## config.mk

```make
export PLATFORM = sky130hd
export DESIGN_NAME = chunked_add_sub
export DESIGN_NICKNAME = d
export VERILOG_FILES = /design/src/rtl/chunked_add_sub.sv
export SDC_FILE = /design/constraint.sdc
export NUM_CORES = 1
export LEC_CHECK = 0
export CORE_UTILIZATION = 40
export DETAILED_ROUTE_END_ITERATION = 10
export GPL_TIMING_DRIVEN = 0
export PLACE_DENSITY = 0.66
export SYNTH_ARGS = -nofsm -noshare
export SYNTH_HDL_FRONTEND = slang
export SYNTH_SLANG_ARGS = --single-unit
```

## constraint.sdc

```tcl
create_clock -name clk -period 7.55 [get_ports clk]
set_input_delay 0.755 -clock clk [delete_from_list [all_inputs] [get_ports clk]]
set_output_delay 0.755 -clock clk [all_outputs]
set_load 0.01 [all_outputs]
```

## src/rtl/chunked_add_sub.sv

```systemverilog
// chunked_add_sub: multi-cycle adder/subtractor for the ALU's multi-cycle path.
// A WIDTH-bit add or subtract is performed CHUNK bits per clock through a
// rippled carry register, and the result is reported with cout/ovf/zero/neg flags.
//
// Ports:
//   clk    rising-edge clock
//   rst_n  synchronous active-low reset
//   start  request, sampled only while busy=0
//   sub    0: A+B+cin, 1: A-B (cin ignored)
//   cin    carry-in for add mode
//   A, B   operands (latched on accept)
//   sum    result; chunks update during RUN, valid when done pulses
//   cout   carry out of the MSB (sub mode: 1 = no borrow)
//   ovf    signed overflow
//   zero   sum == 0
//   neg    sum[WIDTH-1]
//   busy   operation in progress
//   done   one-cycle completion pulse
module chunked_add_sub #(
   parameter int WIDTH = 32,
   parameter int CHUNK = 8
) (
   input  logic             clk,
   input  logic             rst_n,
   input  logic             start,
   input  logic             sub,
   input  logic             cin,
   input  logic [WIDTH-1:0] A,
   input  logic [WIDTH-1:0] B,
   output logic [WIDTH-1:0] sum,
   output logic             cout,
   output logic             ovf,
   output logic             zero,
   output logic             neg,
   output logic             busy,
   output logic             done
);

   localparam int NCHUNK = WIDTH / CHUNK;
   localparam int IDXW   = (NCHUNK > 1) ? $clog2(NCHUNK) : 1;

   typedef enum logic [1:0] {IDLE, RUN, DONE} state_t;

   state_t            state_reg, state_next;
   logic [WIDTH-1:0]  a_reg, b_reg;          // b_reg holds B or ~B
   logic              carry_reg;
   logic [IDXW-1:0]   idx_reg;
   logic [CHUNK-1:0]  sum_chunk_reg [NCHUNK];
   logic              cout_reg, ovf_reg, zero_reg, neg_reg;

   logic [CHUNK-1:0]  a_chunk [NCHUNK];
   logic [CHUNK-1:0]  b_chunk [NCHUNK];
   logic [WIDTH-1:0]  sum_final;             // full sum including the chunk being written now
   logic [CHUNK:0]    chunk_res;
   logic              accept, last_chunk;

   generate
      for (genvar gi = 0; gi < NCHUNK; gi++) begin : g_chunk
         assign a_chunk[gi] = a_reg[gi*CHUNK +: CHUNK];
         assign b_chunk[gi] = b_reg[gi*CHUNK +: CHUNK];
         assign sum[gi*CHUNK +: CHUNK] = sum_chunk_reg[gi];
         // zero/neg are taken on the final edge, so the last chunk must come
         // from the adder rather than the not-yet-updated register.
         assign sum_final[gi*CHUNK +: CHUNK] =
            (idx_reg == IDXW'(gi)) ? chunk_res[CHUNK-1:0] : sum_chunk_reg[gi];
      end
   endgenerate

   assign chunk_res  = {1'b0, a_chunk[idx_reg]} + {1'b0, b_chunk[idx_reg]}
                     + {{CHUNK{1'b0}}, carry_reg};
   assign last_chunk = (idx_reg == IDXW'(NCHUNK - 1));
   // A start in the DONE cycle is accepted so operations can run back to back.
   assign accept     = start && (state_reg != RUN);

   assign cout = cout_reg;
   assign ovf  = ovf_reg;
   assign zero = zero_reg;
   assign neg  = neg_reg;

   always_ff @(posedge clk) begin
      if (!rst_n) begin
         state_reg <= IDLE;
      end else begin
         state_reg <= state_next;
      end
   end

   always_comb begin
      state_next = state_reg;
      busy       = 1'b0;
      done       = 1'b0;
      case (state_reg)
         IDLE: begin
            if (accept) state_next = RUN;
         end
         RUN: begin
            busy = 1'b1;
            if (last_chunk) state_next = DONE;
         end
         DONE: begin
            done       = 1'b1;
            state_next = accept ? RUN : IDLE;
         end
         default: state_next = IDLE;
      endcase
   end

   always_ff @(posedge clk) begin
      if (!rst_n) begin
         a_reg     <= '0;
         b_reg     <= '0;
         carry_reg <= 1'b0;
         idx_reg   <= '0;
         cout_reg  <= 1'b0;
         ovf_reg   <= 1'b0;
         zero_reg  <= 1'b0;
         neg_reg   <= 1'b0;
         for (int i = 0; i < NCHUNK; i++) begin
            sum_chunk_reg[i] <= '0;
         end
      end else if (accept) begin
         // Subtraction is A + ~B + 1: invert B here and seed the carry with 1.
         a_reg     <= A;
         b_reg     <= sub ? ~B : B;
         carry_reg <= sub ? 1'b1 : cin;
         idx_reg   <= '0;
      end else if (state_reg == RUN) begin
         sum_chunk_reg[idx_reg] <= chunk_res[CHUNK-1:0];
         carry_reg              <= chunk_res[CHUNK];
         idx_reg                <= idx_reg + IDXW'(1);
         if (last_chunk) begin
            cout_reg <= chunk_res[CHUNK];
            ovf_reg  <= (a_reg[WIDTH-1] == b_reg[WIDTH-1])
                     && (chunk_res[CHUNK-1] != a_reg[WIDTH-1]);
            zero_reg <= (sum_final == '0);
            neg_reg  <= sum_final[WIDTH-1];
         end
      end
   end

endmodule

```

==> impl_metrics.csv, run 1 <==
group,metric,value,unit
synthesis,ys_top_cells_by_area,"dfxtp_1 (30%), edfxtp_1 (19%), nand2_1 (8.0%)",
flow_run,max_cap_viol_count,0,
timing,tightest_slew,1.16,ns
placement,dp_hpwl,9650,um
worst_setup_path,critPathCaptureType,"flip-flop",
synthesis,synth_area_per_cell,10.3,um2
worst_setup_path,cp_data_required_time,7.61,ns
floorplanning,start_util,41.1,%
worst_setup_path,critPathTopFamily,"buffers and inverters",
clock_tree,postCtsSetupBuffers,0,
worst_setup_path,critPathMaxFanout,10,
timing,rsz0062_at_grt,"false",
synthesis,synth_seq_cells,105,
power,leakagePower,2.63,nW
worst_setup_path,cpMaxStageDelayCell,"buf_1",
clock_tree,clk_pin_slew,0.07,ns
hold_path,hold_path_startpoint,"a_reg[0]",
drt,drt_iter0_markers,162,
timing,clock_skew,0.00980,ns
layout,multiInputGateArea,2350,um2
synthesis,syn_inst,481,
layout,design_area,6440,um2
hold_path,holdPathEnd,"a_reg[0]",
placement,dpl_cell_area,6170,um2
timing,max-slew-margin-rel,21.7,%
grt,grt_max_degree,17,
drt,wl,12200,um
layout,syn2layout_area_growth,30.4,%
timing,max_freq,288,MHz
floorplanning,io_pins,107,
timing,min_period,3.48,ns
floorplanning,die-height,113,um
clock_tree,cts_max_path_buffers,2,
placement,io_buffers,104,
timing,setup_violations,0,
layout,drive_gt1_share,8.15,%
worst_setup_path,regToRegStartpoint,"idx_reg[1]",
layout,regArea,2420,um2
clock_tree,ctsHoldBuffers,0,
timing,post-route-period-util,46.0,%
synthesis,synth_top_area_share,29.6,%
hold_path,holdPathStages,2,
worst_setup_path,path_common_cell,"o21ai_0",
clock_tree,clock_latency,0.34,ns
layout,fin_cells,748,
synthesis,synth_largest_area_cell,"dfxtp_1",
drt,drc,0,
floorplanning,die_w,113,um
worst_setup_path,r2r_cells,10,
layout,fill_cells,1140,
clock_tree,tritoncts,"built",
floorplanning,core_region_area,12000,um2
grt,overflow,0,
placement,place.gp.congestion,0.851,
floorplanning,dieArea,12800,um2
synthesis,syn_area,4940,um2
worst_setup_path,path_cells,"buf_2 > buf_1 > mux4_2 > ha_1 > o21ai_0 > a21oi_1 > o21ai_0 > nand2b_1 > xnor2_1 > nor2_1",
worst_setup_path,slowest_delay,0.55,ns
power,vdd_drop_max,0.122,mV
placement,dpl.cell_count,732,
layout,diodes,0,
worst_setup_path,regToRegEndpoint,"sum_chunk_reg[0][6]",
worst_setup_path,critPathKind,"flip-flop to flip-flop",
outcome,outcome,"finished clean",
synthesis,synth_cell_type_count,44,
drt,routed_via_density,5.17,
timing,tns,0,ns
timing,hold-worst-slack,0.464,ns
worst_setup_path,cp-start-kind,"flip-flop",
grt,grt.total_usage,19.8,%
clock_tree,h-tree-depth,3,
drt,antenna_left,0,
timing,finalHoldViolCount,0,
grt,grt_pass1_vias,3930,
layout,final_nets,678,
power,p_per_area,205,nW/um2
clock_tree,post_cts_resized,0,
clock_tree,numCtsBuffers,9,
drt,first_pass_iters,4,
synthesis,ys_seq_area_share,49.0,%
synthesis,yosysWarnings,0,
timing,finalMaxSlewViolations,0,
grt,antenna_found_initial,0,
worst_setup_path,reg2reg_slack,4.07,ns
worst_setup_path,path_buf_inv,2,
clock_tree,cts_root_buf,"clkbuf_16",
worst_setup_path,worstPathArrival,3.54,ns
clock_tree,cts.sinks,105,
drt,num_vias,3864,
synthesis,syn-num-nets,563,
hold_path,min-delay-path-class,"flip-flop to flip-flop",
power,finalPower,1.32,mW
floorplanning,rows,40,
drt,wire_per_inst,16.3,um
grt,grt_pass1_wl,19800,um
[power breakdown]
part,internal [mW],switching [mW]
sequential,0.619,0.0223
clock,0.235,0.201
combinational,0.119,0.125
total,0.973,0.348
[synthesized netlist by cell type]
cell type	instances
a21oi_2	1
a21o_2	1
o21a_1	1
fa_1	2
o31ai_1	1
inv_1	8
a31o_2	1
nand3_2	1
ha_1	11
edfxtp_1	32
nand4_1	3
a21o_1	1
nand2b_1	4
a31oi_1	1
and2_1	3
nand3_1	4
a21boi_0	32
o21ai_0	7
nand2_1	105
clkinv_2	1
o21ai_1	1
xor2_1	2
nor2_1	38
o2111ai_1	2
mux4_2	16
and3_1	2
o211a_1	32
xnor2_1	35
and3_4	1
o211ai_1	1
buf_2	11
nor3_1	2
nor2b_1	3
clkbuf_2	1
dfxtp_1	73
clkbuf_1	19
buf_1	1
and4_1	1
a21oi_1	9
o21bai_1	1
or3_1	1
or4_1	1
o22ai_1	1
nor4_1	7
[worst max-delay path by stage]
stage	start	to	depth (start not counted)
after floorplan	idx_reg[1]	ovf	10
after global placement	idx_reg[1]	zero	10
after detailed placement	idx_reg[1]	sum_chunk_reg[0][6]	10
after CTS	idx_reg[1]	sum_chunk_reg[0][6]	10
after global routing	idx_reg[1]	sum_chunk_reg[0][6]	10
final	idx_reg[1]	sum_chunk_reg[0][6]	10
[cells by family (layout without fill, tap and decap cells)]
logic type / count (synthesis) / after routing / share of synthesized area (%)
flops: 105 / 105 / 49.0
xor+xnor: 37 / 37 / 6.56
simple gates: 176 / 176 / 15.1
buf+inv: 41 / 161 / 3.44
mux: 16 / 16 / 7.29
fa+ha+maj: 13 / 13 / 3.59
compound gates: 93 / 93 / 15.0
[cells in the final DEF (no fill, tap or decap), drive strengths merged, types with 9 or more instances in the layout]
| cell | n |
|---|---|
| buf | 12 |
| mux4 | 16 |
| clkbuf | 32 |
| inv | 9 |
| a21oi | 10 |
| clkdlybuf4s50 | 104 |
| ha | 11 |
| dfxtp | 73 |
| edfxtp | 32 |
| o211a | 32 |
| nand2 | 105 |
| nor2 | 38 |
| xnor2 | 35 |
| a21boi | 32 |
[cell type report]
class	count	share of cell area, %
flip-flops and latches	105	37.6
multi-input cells	335	36.5
repair buffers	104	16.2
clock buffers	12	3.85
well taps	147	2.85
plain buffers	32	2.10
inverters	9	0.544
clock inverters	4	0.427
[through the flow]
step	worst slack, ns	util, %
finish	4.07	53.6
global route	3.91	53.6
CTS	4.10	53.6
detailed placement	4.12	51.3
global placement	4.11	51.3
floorplan	4.67	-
[per-layer routing]
layer	GRT usage, %	vias to the layer above	part of all wire [%]
li1	-	1911	-
met1	25.5	1819	44
met2	34.4	117	49
met3	3.11	17	4.9
met4	6.23	0	2.0
met5	0	-	0
[tightest hold or removal path, delay by kind of cell (launching register included)]
family	cells	cell delay (ns)
flip-flops	1	0.31
AND/OR/NAND/NOR	1	0.05
AO/OA/AOI/OAI	1	0.06
Power figures use the tool's default switching activity.
==> run 2: changes to the inputs <==
- PLACE_DENSITY: 0.66 -> 0.69
- clock period: 7.55 -> 3 ns (I/O delays scaled with it)
==> impl_metrics.csv, run 2 (synthesis results as in run 1) <==
group,metric,value,unit
worst_setup_path,cpMaxStageDelayCell,"mux4_2",
placement,place.gp.congestion,0.831,
layout,final_common_cell,"nand2_1",
clock_tree,cts_max_path_buffers,2,
placement,place_ws,-0.440,ns
timing,finalHoldViolCount,0,
clock_tree,cts.sinks,105,
grt,grt_pass1_wl,19800,um
floorplanning,die-height,113,um
floorplanning,core_region_area,12000,um2
hold_path,hold_path_startpoint,"neg",
timing,min_period,2.91,ns
floorplanning,io_pins,107,
layout,syn2layout_area_growth,33.5,%
worst_setup_path,critPathTopFamily,"multiplexers",
worst_setup_path,cp-start-kind,"flip-flop",
worst_setup_path,reg2reg_slack,0.09,ns
worst_setup_path,critPathCaptureType,"flip-flop",
grt,overflow,0,
drt,first_pass_iters,5,
layout,drive_gt1_share,10.8,%
grt,antenna_found_initial,0,
outcome,outcome,"finished clean",
worst_setup_path,critPathKind,"flip-flop to flip-flop",
drt,drc,0,
drt,wire_per_inst,16.3,um
timing,fin_ws,0.0850,ns
hold_path,min-delay-path-class,"flip-flop to flip-flop",
floorplanning,die_w,113,um
worst_setup_path,path_buf_inv,2,
drt,drt_iter0_markers,170,
worst_setup_path,worstPathArrival,3.00,ns
worst_setup_path,regToRegStartpoint,"idx_reg[0]",
drt,routed_via_density,5.23,
power,vdd_drop_max,0.320,mV
placement,io_buffers,104,
power,leakagePower,2.68,nW
drt,antenna_left,0,
flow_run,max_cap_viol_count,0,
layout,most-common-layout-cells,"nand2_1 (105), clkdlybuf4s50_1 (104), dfxtp_1 (71), nor2_1 (38), xnor2_1 (33)",
grt,grt_pass1_vias,3946,
layout,final_nets,680,
floorplanning,start_util,41.1,%
floorplanning,rows,40,
drt,num_vias,3924,
clock_tree,numCtsBuffers,9,
worst_setup_path,path_cells,"buf_12 > mux4_2 > inv_1 > fa_2 > fa_2 > nand2b_4 > a21oi_2 > o21ai_0 > nand2b_1 > xnor2_4 > nor2_1",
clock_tree,cts_root_buf,"clkbuf_16",
timing,tns,0,ns
timing,setup_violations,0,
timing,post-route-period-util,97.2,%
clock_tree,clk_pin_slew,0.07,ns
worst_setup_path,critPathMaxFanout,10,
worst_setup_path,path_common_cell,"fa_2",
worst_setup_path,slowest_delay,0.52,ns
timing,max-slew-margin-rel,16.9,%
timing,tightest_slew,1.24,ns
floorplanning,dieArea,12800,um2
clock_tree,clock_latency,0.34,ns
clock_tree,h-tree-depth,3,
worst_setup_path,cp_data_required_time,3.08,ns
timing,clock_skew,0.0119,ns
hold_path,holdPathStages,2,
grt,grt_max_degree,18,
placement,dp_hpwl,9420,um
power,p_per_area,523,nW/um2
hold_path,holdPathEnd,"neg",
layout,diodes,0,
clock_tree,ctsHoldBuffers,0,
grt,grt.total_usage,20.0,%
worst_setup_path,r2r_cells,11,
worst_setup_path,startpoint,"idx_reg[0]",
clock_tree,tritoncts,"built",
drt,wl,12200,um
worst_setup_path,regToRegEndpoint,"sum_chunk_reg[0][6]",
timing,finalMaxSlewViolations,0,
timing,max_freq,343,MHz
-- run 2: area by class of cell --
| class | instances | area (um2) |
|---|---|---|
| multi-input combinational | 335 | 2430 |
| clock inverter | 4 | 52.6 |
| timing repair buffer | 106 | 1060 |
| inverter | 9 | 35.0 |
| sequential | 105 | 2420 |
| buffer | 32 | 168 |
| fill | 1058 | 5420 |
| clock buffer | 12 | 246 |
| tap | 147 | 184 |
-- run 2: tightest hold or removal path: cells and delay by family (launching register included) --
family / cells / cell delay [ns]
AOI/OAI and AO/OA: 1 / 0.06
and+or+nand+nor: 1 / 0.05
DFF: 1 / 0.31
-- run 2: worst max-delay path by stage --
stage	to	slack (ns)	cells after the start
floorplan	ovf	0.12	10
global placement	zero	-0.42	10
detailed placement	ovf	-0.44	10
CTS	ovf	0.007	9
global route	sum_chunk_reg[0][6]	-0.07	11
finish	sum_chunk_reg[0][6]	0.09	11
-- run 2: timing repair --
item                       in CTS  in global routing
setup endpoints to repair      21                 13
setup buffers                   0                  2
resized for setup              10                 17
pin swaps                       0                  1
-- run 2: power breakdown --
| part | switching, mW | total [mW] | leakage (nW) | internal (mW) |
|---|---|---|---|---|
| combinational | 0.333 | 0.661 | 1.60 | 0.328 |
| sequential | 0.0523 | 1.61 | 0.934 | 1.56 |
| clock | 0.504 | 1.18 | 0.147 | 0.674 |
| total | 0.889 | 3.45 | 2.68 | 2.56 |
-- run 2: layer usage --
metal  vias to the layer above  share of wire [%]  global-route usage (%)
met5                         -                  0                       0
met4                         0                2.6                    8.42
met3                        21                6.1                    3.27
met2                       157                 49                    34.4
met1                      1832                 42                    24.9
li1                       1914                  -                       -
-- run 2: through the flow --
step           total power [mW]  utilization [%]  hold WS [ns]  cell area (um2)  instances
2_1_floorplan              1.98                -         0.440             4940        481
4_1_cts                    3.42             54.2         0.464             6500        748
3_5_place_dp               2.26             51.3         0.453             6170        732
5_1_grt                    3.58             54.9         0.486             6600        750
6_report                   3.45             54.9         0.459             6600        750
3_3_place_gp               2.24             51.3         0.450             6170        732
==> run 3: changes to the inputs <==
- clock period: 3 -> 2.45 ns (I/O delays scaled with it)
==> impl_metrics.csv, run 3 (synthesis results as in run 1) <==
group,metric,value,unit
layout,drive_gt1_share,14.7,%
worst_setup_path,critPathMaxFanout,5,
drt,antenna_left,0,
placement,place.gp.congestion,0.902,
timing,fin_ws,-0.314,ns
drt,drc,0,
timing,finalHoldViolCount,0,
power,p_sw_share,25.7,%
placement,dp_hpwl,9530,um
timing,max-slew-margin-rel,19.5,%
clock_tree,ctsHoldBuffers,0,
clock_tree,cts.sinks,105,
grt,antenna_found_initial,0,
outcome,violations,"negative setup slack",
floorplanning,core_region_area,12000,um2
timing,max_freq,362,MHz
floorplanning,die-height,113,um
drt,wl,12800,um
timing,clock_skew,0.00714,ns
layout,syn2layout_area_growth,38.2,%
clock_tree,numCtsBuffers,9,
layout,final_nets,695,
timing,min_period,2.76,ns
clock_tree,cts_max_path_buffers,2,
drt,wire_per_inst,16.7,um
clock_tree,tritoncts,"built",
drt,drt_iter0_markers,176,
placement,dpl.cell_count,732,
layout,diodes,0,
power,p_clk_share,32.3,%
floorplanning,dieArea,12800,um2
placement,io_buffers,104,
drt,routed_via_density,5.28,
power,p_int,3.17,mW
worst_setup_path,critPathCaptureType,"flip-flop",
layout,fin_cells,765,
flow_run,max_cap_viol_count,0,
timing,finalMaxSlewViolations,0,
hold_path,min-delay-path-class,"flip-flop to flip-flop",
timing,post-route-period-util,113,%
worst_setup_path,cp-start-kind,"flip-flop",
worst_setup_path,worstPathArrival,3.05,ns
grt,grt.total_usage,20.9,%
floorplanning,start_util,41.1,%
hold_path,hold_path_startpoint,"a_reg[14]",
clock_tree,cts_root_buf,"clkbuf_16",
worst_setup_path,cp_data_required_time,2.73,ns
worst_setup_path,startpoint,"idx_reg[0]",
clock_tree,clk_pin_slew,0.07,ns
drt,first_pass_iters,4,
power,pwr-share-seq,46.3,%
power,vdd_drop_max,0.417,mV
worst_setup_path,critPathKind,"flip-flop to flip-flop",
grt,overflow,0,
floorplanning,io_pins,107,
layout,most-common-layout-cells,"nand2_1 (104), clkdlybuf4s50_1 (104), dfxtp_1 (72), nor2_1 (33)",
outcome,outcome,"finished with violations",
clock_tree,clock_latency,0.33,ns
grt,grt_max_degree,16,
placement,place_ws,-0.457,ns
timing,rsz0062_at_grt,"true",
grt,grt_pass1_wl,20500,um
power,switchingPower,1.10,mW
timing,setup_violations,22,
drt,num_vias,4037,
worst_setup_path,regToRegStartpoint,"idx_reg[0]",
floorplanning,die_w,113,um
timing,tightest_slew,1.20,ns
power,leakagePower,2.76,nW
power,combPwrFrac,21.4,%
power,p_per_area,624,nW/um2
layout,fill_cells,1051,
clock_tree,h-tree-depth,3,
grt,grt_pass1_vias,4085,
floorplanning,rows,40,
[run 3: changes by cell type in the layout (fill, tap and decap cells not counted), moves of 3 or more]
cell    previous run  this run
nor2_2             0         4
ha_4               0         3
ha_1              10         7
buf_4              2        13
nor2_1            38        33
[run 3: worst max-delay path, stage by stage, from the launching register on]
cell     delay (ns)
dfxtp_4        0.39
buf_12         0.12
buf_16         0.11
buf_4          0.10
mux4_2         0.52
ha_4           0.19
a21o_1         0.18
a21oi_2        0.16
buf_4          0.13
nand2_1        0.08
xnor2_2        0.32
and4_1         0.25
a31o_2         0.15
[run 3: final timing paths]
path / to / depth (start not counted) / slack [ns]
setup / recovery: zero / 12 / -0.31
hold / removal: a_reg[14] / 2 / 0.47
setup reg to reg: zero / 12 / -0.31
hold reg to reg: a_reg[14] / 2 / 0.47
[run 3: layer usage]
metal,up-vias,global-route usage [%],wire length [um]
met5,-,0,0
met4,0,9.65,397
met3,25,4.12,808
met2,150,37.0,6400
met1,1923,24.4,5160
li1,1939,-,-
[run 3: final cells by class]
| cell class | count | area [um2] | share of cell area [%] |
|---|---|---|---|
| multi-input cells | 335 | 2520 | 36.9 |
| flip-flops and latches | 105 | 2430 | 35.5 |
| repair buffers | 121 | 1210 | 17.8 |
| clock buffers | 13 | 240 | 3.52 |
| well taps | 147 | 184 | 2.69 |
| plain buffers | 32 | 170 | 2.49 |
| clock inverters | 3 | 41.3 | 0.605 |
| inverters | 9 | 35.0 | 0.513 |
[run 3: power groups by stage]
stage          Combinational, mW  Sequential (mW)  Clock [mW]
5_1_grt                    0.978             1.99        1.47
3_5_place_dp               0.775             2.01           0
4_1_cts                    0.858             1.97        1.39
2_1_floorplan              0.447             2.00           0
6_report                   0.912             1.97        1.38
3_3_place_gp               0.760             2.01           0
[run 3: through the flow]
step	TNS, ns	util (%)	power [mW]	cell area [um2]	hold WS, ns
global placement	-6.69	51.9	2.77	6230	0.451
detailed placement	-7.20	51.9	2.79	6230	0.459
finish	-4.61	56.9	4.26	6830	0.466
floorplan	-0.459	-	2.45	5000	0.390
global route	-6.23	56.9	4.43	6830	0.486
CTS	-2.87	56.0	4.22	6730	0.463
[run 3: what timing repair did]
action,CTS,global route
cloned,1,0
setup buffers,11,6
pin swaps,17,11
resized for setup,20,14
setup endpoints to repair,29,25
